--- src/rtl/note_hit_judge_pkg.sv ---
// note_hit_judge_pkg: shared state type, widths and saturation limits for the note judge
package note_hit_judge_pkg;
  typedef enum logic {IDLE, OPEN} state_t;
  localparam int SCORE_W = 16;
  localparam int COMBO_W = 8;
  localparam logic [SCORE_W-1:0] SCORE_MAX = '1;
  localparam logic [COMBO_W-1:0] COMBO_MAX = '1;
endpackage

--- src/rtl/note_hit_judge_button_conditioner.sv ---
// button_conditioner: synchronizes and debounces the fret button, emitting one PRESS per debounced rising edge
module button_conditioner
  import note_hit_judge_pkg::*;
#(
  parameter int DEBOUNCE_CYCLES = 16
) (
  input  logic CLK,
  input  logic RST,
  input  logic BUTTON_RAW,
  output logic PRESS
);
  localparam int CW = $clog2(DEBOUNCE_CYCLES + 1);
  logic [1:0]    r_sync;
  logic [CW-1:0] r_cnt;
  logic          r_level;
  // the debounced level flips only after DEBOUNCE_CYCLES consecutive differing samples; PRESS marks a 0->1 flip
  always_ff @(posedge CLK) begin
    if (RST) begin
      r_sync  <= '0;
      r_cnt   <= '0;
      r_level <= 1'b0;
      PRESS   <= 1'b0;
    end else begin
      r_sync <= {r_sync[0], BUTTON_RAW};
      PRESS  <= 1'b0;
      if (r_sync[1] == r_level) begin
        r_cnt <= '0;
      end else if (r_cnt == CW'(DEBOUNCE_CYCLES - 1)) begin
        r_cnt   <= '0;
        r_level <= r_sync[1];
        PRESS   <= r_sync[1];
      end else begin
        r_cnt <= r_cnt + 1'b1;
      end
    end
  end
endmodule

--- src/rtl/note_hit_judge.sv ---
// note_hit_judge: judges strike-line notes as HIT/MISS, stray presses as BAD, and keeps saturating score/combo
module note_hit_judge
  import note_hit_judge_pkg::*;
#(
  parameter int DEBOUNCE_CYCLES = 16,
  parameter int WINDOW_STEPS    = 2,
  parameter int COMBO_BONUS_AT  = 8
) (
  input  logic               CLK,
  input  logic               RST,
  input  logic               STEP,
  input  logic               NOTE_IN,
  input  logic               BUTTON_RAW,
  output logic               HIT_PULSE,
  output logic               MISS_PULSE,
  output logic               BAD_PULSE,
  output logic               WINDOW_OPEN,
  output logic [SCORE_W-1:0] SCORE,
  output logic [COMBO_W-1:0] COMBO
);
  state_t             r_state, w_state_nx;
  logic [3:0]         r_steps, w_steps_nx;
  logic               w_press, w_note, w_hit, w_miss, w_bad;
  logic [SCORE_W:0]   w_sum;
  logic [SCORE_W-1:0] w_score_nx;
  logic [COMBO_W-1:0] w_combo_nx;

  button_conditioner #(.DEBOUNCE_CYCLES(DEBOUNCE_CYCLES)) u_btn (
    .CLK        (CLK),
    .RST        (RST),
    .BUTTON_RAW (BUTTON_RAW),
    .PRESS      (w_press)
  );

  assign w_note      = STEP & NOTE_IN;
  assign WINDOW_OPEN = (r_state == OPEN);

  // judge FSM: a press always resolves the open note first; a new note reopens the window at full length
  always_comb begin
    w_state_nx = r_state;
    w_steps_nx = r_steps;
    w_hit      = 1'b0;
    w_miss     = 1'b0;
    w_bad      = 1'b0;
    if (r_state == IDLE) begin
      if (w_press) begin
        w_hit = w_note;
        w_bad = !w_note;
      end else if (w_note) begin
        w_state_nx = OPEN;
        w_steps_nx = 4'(WINDOW_STEPS);
      end
    end else if (w_press) begin
      w_hit      = 1'b1;
      w_state_nx = w_note ? OPEN : IDLE;
      w_steps_nx = w_note ? 4'(WINDOW_STEPS) : 4'd0;
    end else if (w_note) begin
      w_miss     = 1'b1;
      w_steps_nx = 4'(WINDOW_STEPS);
    end else if (STEP) begin
      w_steps_nx = r_steps - 1'b1;
      w_miss     = (r_steps == 4'd1);
      w_state_nx = (r_steps == 4'd1) ? IDLE : OPEN;
    end
  end

  // score/combo arithmetic: bonus depends on the combo before this hit, everything saturates
  always_comb begin
    w_sum      = {1'b0, SCORE} + ((COMBO >= COMBO_W'(COMBO_BONUS_AT)) ? (SCORE_W+1)'(2) : (SCORE_W+1)'(1));
    w_score_nx = w_hit ? (w_sum[SCORE_W] ? SCORE_MAX : w_sum[SCORE_W-1:0]) :
                 w_bad ? ((SCORE == '0) ? SCORE : SCORE - 1'b1) : SCORE;
    w_combo_nx = w_hit ? ((COMBO == COMBO_MAX) ? COMBO : COMBO + 1'b1) :
                 (w_miss | w_bad) ? '0 : COMBO;
  end

  // register judgment results; reset drops any open note without a MISS
  always_ff @(posedge CLK) begin
    if (RST) begin
      r_state    <= IDLE;
      r_steps    <= '0;
      HIT_PULSE  <= 1'b0;
      MISS_PULSE <= 1'b0;
      BAD_PULSE  <= 1'b0;
      SCORE      <= '0;
      COMBO      <= '0;
    end else begin
      r_state    <= w_state_nx;
      r_steps    <= w_steps_nx;
      HIT_PULSE  <= w_hit;
      MISS_PULSE <= w_miss;
      BAD_PULSE  <= w_bad;
      SCORE      <= w_score_nx;
      COMBO      <= w_combo_nx;
    end
  end
endmodule
--- config.mk ---
export PLATFORM = sky130hd
export DESIGN_NAME = note_hit_judge
export DESIGN_NICKNAME = d
export VERILOG_FILES = /design/src/rtl/note_hit_judge_pkg.sv /design/src/rtl/note_hit_judge_button_conditioner.sv /design/src/rtl/note_hit_judge.sv
export SDC_FILE = /design/constraint.sdc
export NUM_CORES = 1
export LEC_CHECK = 0
export BUFFER_PORTS_ARGS = -buffer_cell sky130_fd_sc_hd__buf_2
export CORE_MARGIN = 2
export CORE_UTILIZATION = 52
export CTS_CLUSTER_DIAMETER = 60
export CTS_CLUSTER_SIZE = 25
export DETAILED_ROUTE_END_ITERATION = 8
export GPL_ROUTABILITY_DRIVEN = 0
export PLACE_DENSITY = 0.76
export RECOVER_POWER = 50
export SLEW_MARGIN = 30
export SYNTH_ARGS = -nofsm -noshare
export SYNTH_HDL_FRONTEND = slang
export SYNTH_HIERARCHICAL = 1
export SYNTH_SLANG_ARGS = --single-unit
--- constraint.sdc ---
create_clock -name CLK -period 2.65 [get_ports CLK]
set_clock_uncertainty 0.1 [all_clocks]
set_input_delay 0.265 -clock CLK [delete_from_list [all_inputs] [get_ports CLK]]
set_output_delay 0.265 -clock CLK [all_outputs]
set_load 0.01 [all_outputs]
# Yosys cells after proc, flatten, opt, wreduce, memory -nomap -nowiden
# Index checks and enable logic that the tools add are counted.
# word_totals
reg_bits	41
in_bits	5
output_inout_bits	28
# classes
add_sub_neg	5
order_cmp	1
eq_ne	7
muxes	31
n_bitwise	4
n_reduce_logical	12
# ops
op	n
2-to-1 mux 16 bit	4
2-to-1 mux 4 bit	6
2-to-1 mux 8 bit	3
adder 16 x 2 -> 17 bit	1
logical NOT 16 bit	1
2-to-1 mux 1 bit	16
subtractor 16 x 1 -> 16 bit (second input constant)	1
adder 8 x 1 -> 8 bit (second input constant)	1
== test 8 bit (second input constant)	1
>= comparator 8 x 4 -> 1 bit (second input constant)	1
inequality test 2 bit (second input constant)	3
AND reduction 2 bit	3
nonzero test 2 bit	3
OR reduction 3 bit	2
adder 5 x 1 -> 5 bit (second input constant)	1
== test 5 x 4 -> 1 bit (second input constant)	1
== test 4 x 1 -> 1 bit (second input constant)	1
2-to-1 mux 2 bit	2
subtractor 4 x 1 -> 4 bit (second input constant)	1
AND reduction 3 bit	1
nonzero test 3 bit	1
inverter 1 bit	2
AND 1 bit	1
== test 1 bit	1
other kinds (2)	2

# Logic depth before layout (Yosys ltp)
# logic_depth
word_depth	8
mapped_depth	11

# Modules after synthesis
# Netlist, hierarchy kept.
# by_module_without_submodules
module	n_inst	cells_per_inst	area_per_inst_um2	seq_area_each_um2
note_hit_judge	1	288	2184.6	640.6
button_conditioner	1	29	319.1	180.2

# Worst setup path before layout
# Ideal clock, no wire load.
# synth_path
kind	register to register
start	register COMBO[3]
end	register SCORE[2]
setup_time_ps	86
t_arrival_ps	2583
required_time_ps	2464
setup_slack_ps	-120
path_stages_with_launch	12
path_buffers	1
cell_sequence	dfxtp_1 > nor3_1 > nand2_1 > inv_1 > ha_1 > fa_1 > nand3_1 > or4_1 > and2_1 > buf_6 > a311o_1 > a221oi_2
# synth_via
elab_chain_len	5
# synth_lines
item	line_no	source
start: declaration	note_hit_judge.sv:19	output logic [COMBO_W-1:0] COMBO
start signal: assignment	note_hit_judge.sv:93	COMBO <= w_combo_nx;
>= comparator 8 x 4 -> 1 bit	note_hit_judge.sv:69	w_sum = {1'b0, SCORE} + ((COMBO >= COMBO_W'(COMBO_BONUS_AT)) ? (SCORE_W+1)'(2) : (SCORE_W+1)'(1));
2-to-1 mux 2 bit	note_hit_judge.sv:69	
adder 16 x 2 -> 17 bit	note_hit_judge.sv:69	
2-to-1 mux 16 bit (2 in series)	note_hit_judge.sv:70	w_score_nx = w_hit ? (w_sum[SCORE_W] ? SCORE_MAX : w_sum[SCORE_W-1:0]) :
end signal: assignment	note_hit_judge.sv:92	SCORE <= w_score_nx;
end: declaration	note_hit_judge.sv:18	output logic [SCORE_W-1:0] SCORE,
# No other way between the ends.
# A chain may end at the register's enable or synchronous reset.

# Final worst setup path
# Same ends and word-level chain as after synthesis.

==> impl_metrics.csv <==
group,metric,value,unit
drt,routedWlPerCell,16.0,microns
sta,final-max-slew-violation-count,0,
critical_path,rr_worst_depth,10,
drt,detailedRoute.firstIterationViolations,364,
drt,routed_wl,6.69,mm
sta,slew_headroom,56.9,%
power_and_ir_drop,power_frac_seq,57.0,%
die,floorplan.core_area,0.00469,sq mm
worst_hold_path,hold-path-cell-count,2,
clock_tree,worst_setup_hold_path_clk_slew,0.08,ns
yosys,synthXorXnorAreaFrac,3.50,%
yosys,proportion_of_netlist_area_held_by_the_largest_area_contributor,32.8,%
power_and_ir_drop,p_sw_share,24.9,%
finish,finalNetCount,377,
status,status,"completed",
worst_hold_path,hold_path_end,"u_btn/r_sync[0]$_SDFF_PP0_",
die,floorplan.initialDensity,53.4,%
finish,drive_above_1_share,17.4,%
critical_path,critPathMaxFanout,4,
critical_path,critical_path.slowest_cell,"or4_4",
global_route,grt_pass1_wl,10.6,mm
critical_path,top_delay_family_on_crit_path,"simple AND/OR/NAND/NOR gates",
critical_path,timing_worst_setup_path_type,"register to register",
finish,num_antenna_cells,0,
clock_tree,numCtsBuffers,5,
drt,detail-route-antenna-nets,0,
yosys,yosysTopAreaCell,"dfxtp_1",
power_and_ir_drop,intPower,0.000831,W
yosys,dominantRegCellSynth,"dfxtp_1",
die,placementRows,25,
critical_path,timing.critical_path.from_type,"register",
power_and_ir_drop,p_comb_share,5.1,%
clock_tree,clock_insertion_delay_worst_skew,0.29,ns
finish,area_delta_synth_final,16.2,%
power_and_ir_drop,power.switching,0.000276,W
critical_path,end_kind,"register",
die,die_area,0.00539,sq mm
clock_tree,cts_tree,"yes",
yosys,ff_latch_count_synth,41,
die,floorplan_die_height,73.4,microns
yosys,mappedNetlistArea,0.00250,sq mm
place,io_buffer_count,32,
sta,final.period_utilization,96.7,%
worst_hold_path,timing.hold.worst.start,"BUTTON_RAW",
yosys,syn_area_per_cell,7.90,sq um
drt,dr.pass1.iters,5,
sta,worst_slew_pin_slew,0.647,ns
yosys,yosys.cell_types.count,55,
drt,post-route-drc-count,0,
drt,vias_per_cell,6.32,
flow_run,max-cap-violations,0,
sta,rsz_0062_raised_after_global_routing,"yes",
yosys,area_share_of_fa_ha_maj_cells_after_synthesis,5.30,%
yosys,largest_family_of_logic_cells_by_synthesized_area,"simple AND/OR/NAND/NOR gates",
critical_path,worst_r2r_endpoint,"SCORE[2]$_SDFFE_PP0P_",
worst_hold_path,hold_path.class,"primary input to register",
clock_tree,htree_num_levels,2,
yosys,synth_enable_flop_cells,0,
critical_path,critical-path-max-stage-delay,0.47,ns
clock_tree,cts_root_buffer,"clkbuf_8",
die,io_pins,33,
yosys,synth_compound_gate_area_share,24.0,%
power_and_ir_drop,pwr-share-clk,37.9,%
yosys,synth-warning-count,6,
clock_tree,clock_sink_count,41,
critical_path,worstPathBufferInverterCount,1,
sta,max_freq,0.390,GHz
clock_tree,holdBufCountCts,0,
finish,postLayoutCellArea,0.00291,sq mm
sta,final-hold-violation-count,0,
global_route,grt_max_degree,27,
sta,finalCriticalPeriod,2.56,ns
place,dpl-instance-area,0.00284,sq mm
critical_path,critical_path.reg2reg.startpoint,"COMBO[3]$_SDFFE_PP0P_",
yosys,netlist_instances,317,
global_route,grt_util_all_layers,24.9,%
power_and_ir_drop,vdd_drop_max,277,uV
yosys,synthesis.nets,332,
drt,vias,2635,
yosys,yosys-mux-area-fraction,0.400,%
critical_path,slack_of_the_worst_reg_to_reg_path,0.09,ns
clock_tree,max-clock-path-buffers,2,
power_and_ir_drop,leakage,1.13,nW
yosys,synth.area.top_cells,"dfxtp_1 (33%), a21oi_1 (5.8%), nand3_1 (4.6%)",
global_route,antenna_found_initial,0,
yosys,synth-seq-area-share,32.8,%
critical_path,crit_path_cell_trace,"nor3_2 -> nand2_1 -> inv_1 -> ha_2 -> fa_2 -> nand3_2 -> or4_4 -> and2_4 -> a311o_1 -> a221oi_2",
yosys,ys_async_sr_fraction,0,%
global_route,global_route.overflow_total,0,
power_and_ir_drop,cellPowerDensity,381,mW/mm^2
critical_path,critical_path_required,2.76,ns
critical_path,timing.critical_path.arrival,2.68,ns
place,dp.final_hpwl,4.56,mm
finish,final_core_utilization,62.0,%
global_route,grt_pass1_vias,2238,
die,die_width,73.4,microns
sta,finalSetupViolations,0,
yosys,synthSimpleGateAreaFrac,27.5,%
sequential cells by signal, indices dropped and copies added, names as in the netlist:
register,count
MISS_PULSE,1
u_btn/r_level,1
COMBO,8
u_btn/r_sync,2
u_btn/PRESS,1
BAD_PULSE,1
SCORE,16
WINDOW_OPEN,1
u_btn/r_cnt,5
r_steps,4
HIT_PULSE,1
layout by cell type, fill, tap and decap left out, types with 4 or more instances in the layout:
cell	n
a211oi_1	4
xnor2_1	7
ha_1	8
and3_1	5
nand3_1	22
inv_1	17
clkbuf_1	21
a31oi_1	5
clkbuf_8	5
or3_1	4
buf_4	19
buf_2	19
o21ai_0	12
a311oi_1	7
a21oi_1	29
dfxtp_1	40
nor2_1	27
nand2_1	28
nor3_1	7
nand4_1	8
metrics by stage:
step | setup WS (ns) | hold slack [ns] | total power [W] | cells | TNS (ns)
after floorplan | 0.0443 | 0.237 | 0.000683 | 317 | 0
after global placement | 0.119 | 0.316 | 0.000700 | 408 | 0
after detailed placement | 0.0551 | 0.339 | 0.000702 | 408 | 0
after CTS | 0.0288 | 0.0986 | 0.00111 | 416 | 0
after global routing | -0.0712 | 0.106 | 0.00115 | 417 | -0.140
final | 0.0884 | 0.0930 | 0.00111 | 417 | 0
cell usage after synthesis, types with 2 or more instances:
cell	number
dfxtp_1	41
a21oi_1	29
nand2_1	29
nor2_1	27
nand3_1	23
inv_1	17
o21ai_0	12
clkbuf_1	11
ha_1	9
nand4_1	8
nor3_1	8
a311oi_1	7
xnor2_1	7
a31oi_1	5
and3_1	5
a211oi_1	4
buf_2	4
nor4_1	4
or3_1	4
or4_1	4
a21o_1	3
a221o_1	3
buf_4	3
nor2b_1	3
nor3b_1	3
o211ai_1	3
o31a_1	3
o31ai_1	3
xor2_1	3
a41oi_1	2
nand2b_1	2
nor4b_1	2
o21a_1	2
o221a_2	2
o221ai_1	2
how the worst max path moves through the flow:
stage | startpoint | endpoint | slack, ns | cells after the start
after global routing | COMBO[3]$_SDFFE_PP0P_ | SCORE[2]$_SDFFE_PP0P_ | -0.07 | 10
final | COMBO[3]$_SDFFE_PP0P_ | SCORE[2]$_SDFFE_PP0P_ | 0.09 | 10
after global placement | COMBO[3]$_SDFFE_PP0P_ | SCORE[2]$_SDFFE_PP0P_ | 0.12 | 10
after detailed placement | COMBO[3]$_SDFFE_PP0P_ | SCORE[2]$_SDFFE_PP0P_ | 0.06 | 10
after CTS | COMBO[3]$_SDFFE_PP0P_ | SCORE[2]$_SDFFE_PP0P_ | 0.03 | 10
after floorplan | COMBO[3]$_SDFFE_PP0P_ | SCORE[2]$_SDFFE_PP0P_ | 0.04 | 11
final cells by class:
type                            instances  area [sq um]
Inverter                               17          63.8
Clock inverter                          2          15.0
Multi-Input combinational cell        239          1560
Timing Repair Buffer                   58           313
Tap cell                               54          67.6
Sequential cell                        41           822
Fill cell                             444          1780
Clock buffer                            6          72.6
routing by layer:
layer / up-vias / routed length, microns / GRT usage (%)
met5: - / 0 / 0
met4: 0 / 157 / 10.3
met3: 24 / 490 / 3.43
met2: 125 / 2870 / 37.3
met1: 1222 / 3170 / 35.8
li1: 1264 / - / -
cells by family after synthesis:
logic type | Yosys count
mux | 1
fa+ha+maj | 10
flops | 41
xor+xnor | 10
compound gates | 88
simple gates | 130
buf+inv | 37
power groups by stage:
stage               Clock, W  Sequential, W  Combinational [W]
global placement           0       0.000645          0.0000545
global route        0.000451       0.000633          0.0000633
CTS                 0.000424       0.000632          0.0000560
finish              0.000420       0.000632          0.0000562
detailed placement         0       0.000646          0.0000557
floorplan                  0       0.000645          0.0000386
timing repair:
item                       in CTS  in global routing
setup endpoints to repair       0                  7
buffers inserted                0                  1
resized for setup               0                  5
Note: power is estimated with default switching activity, not from simulation.
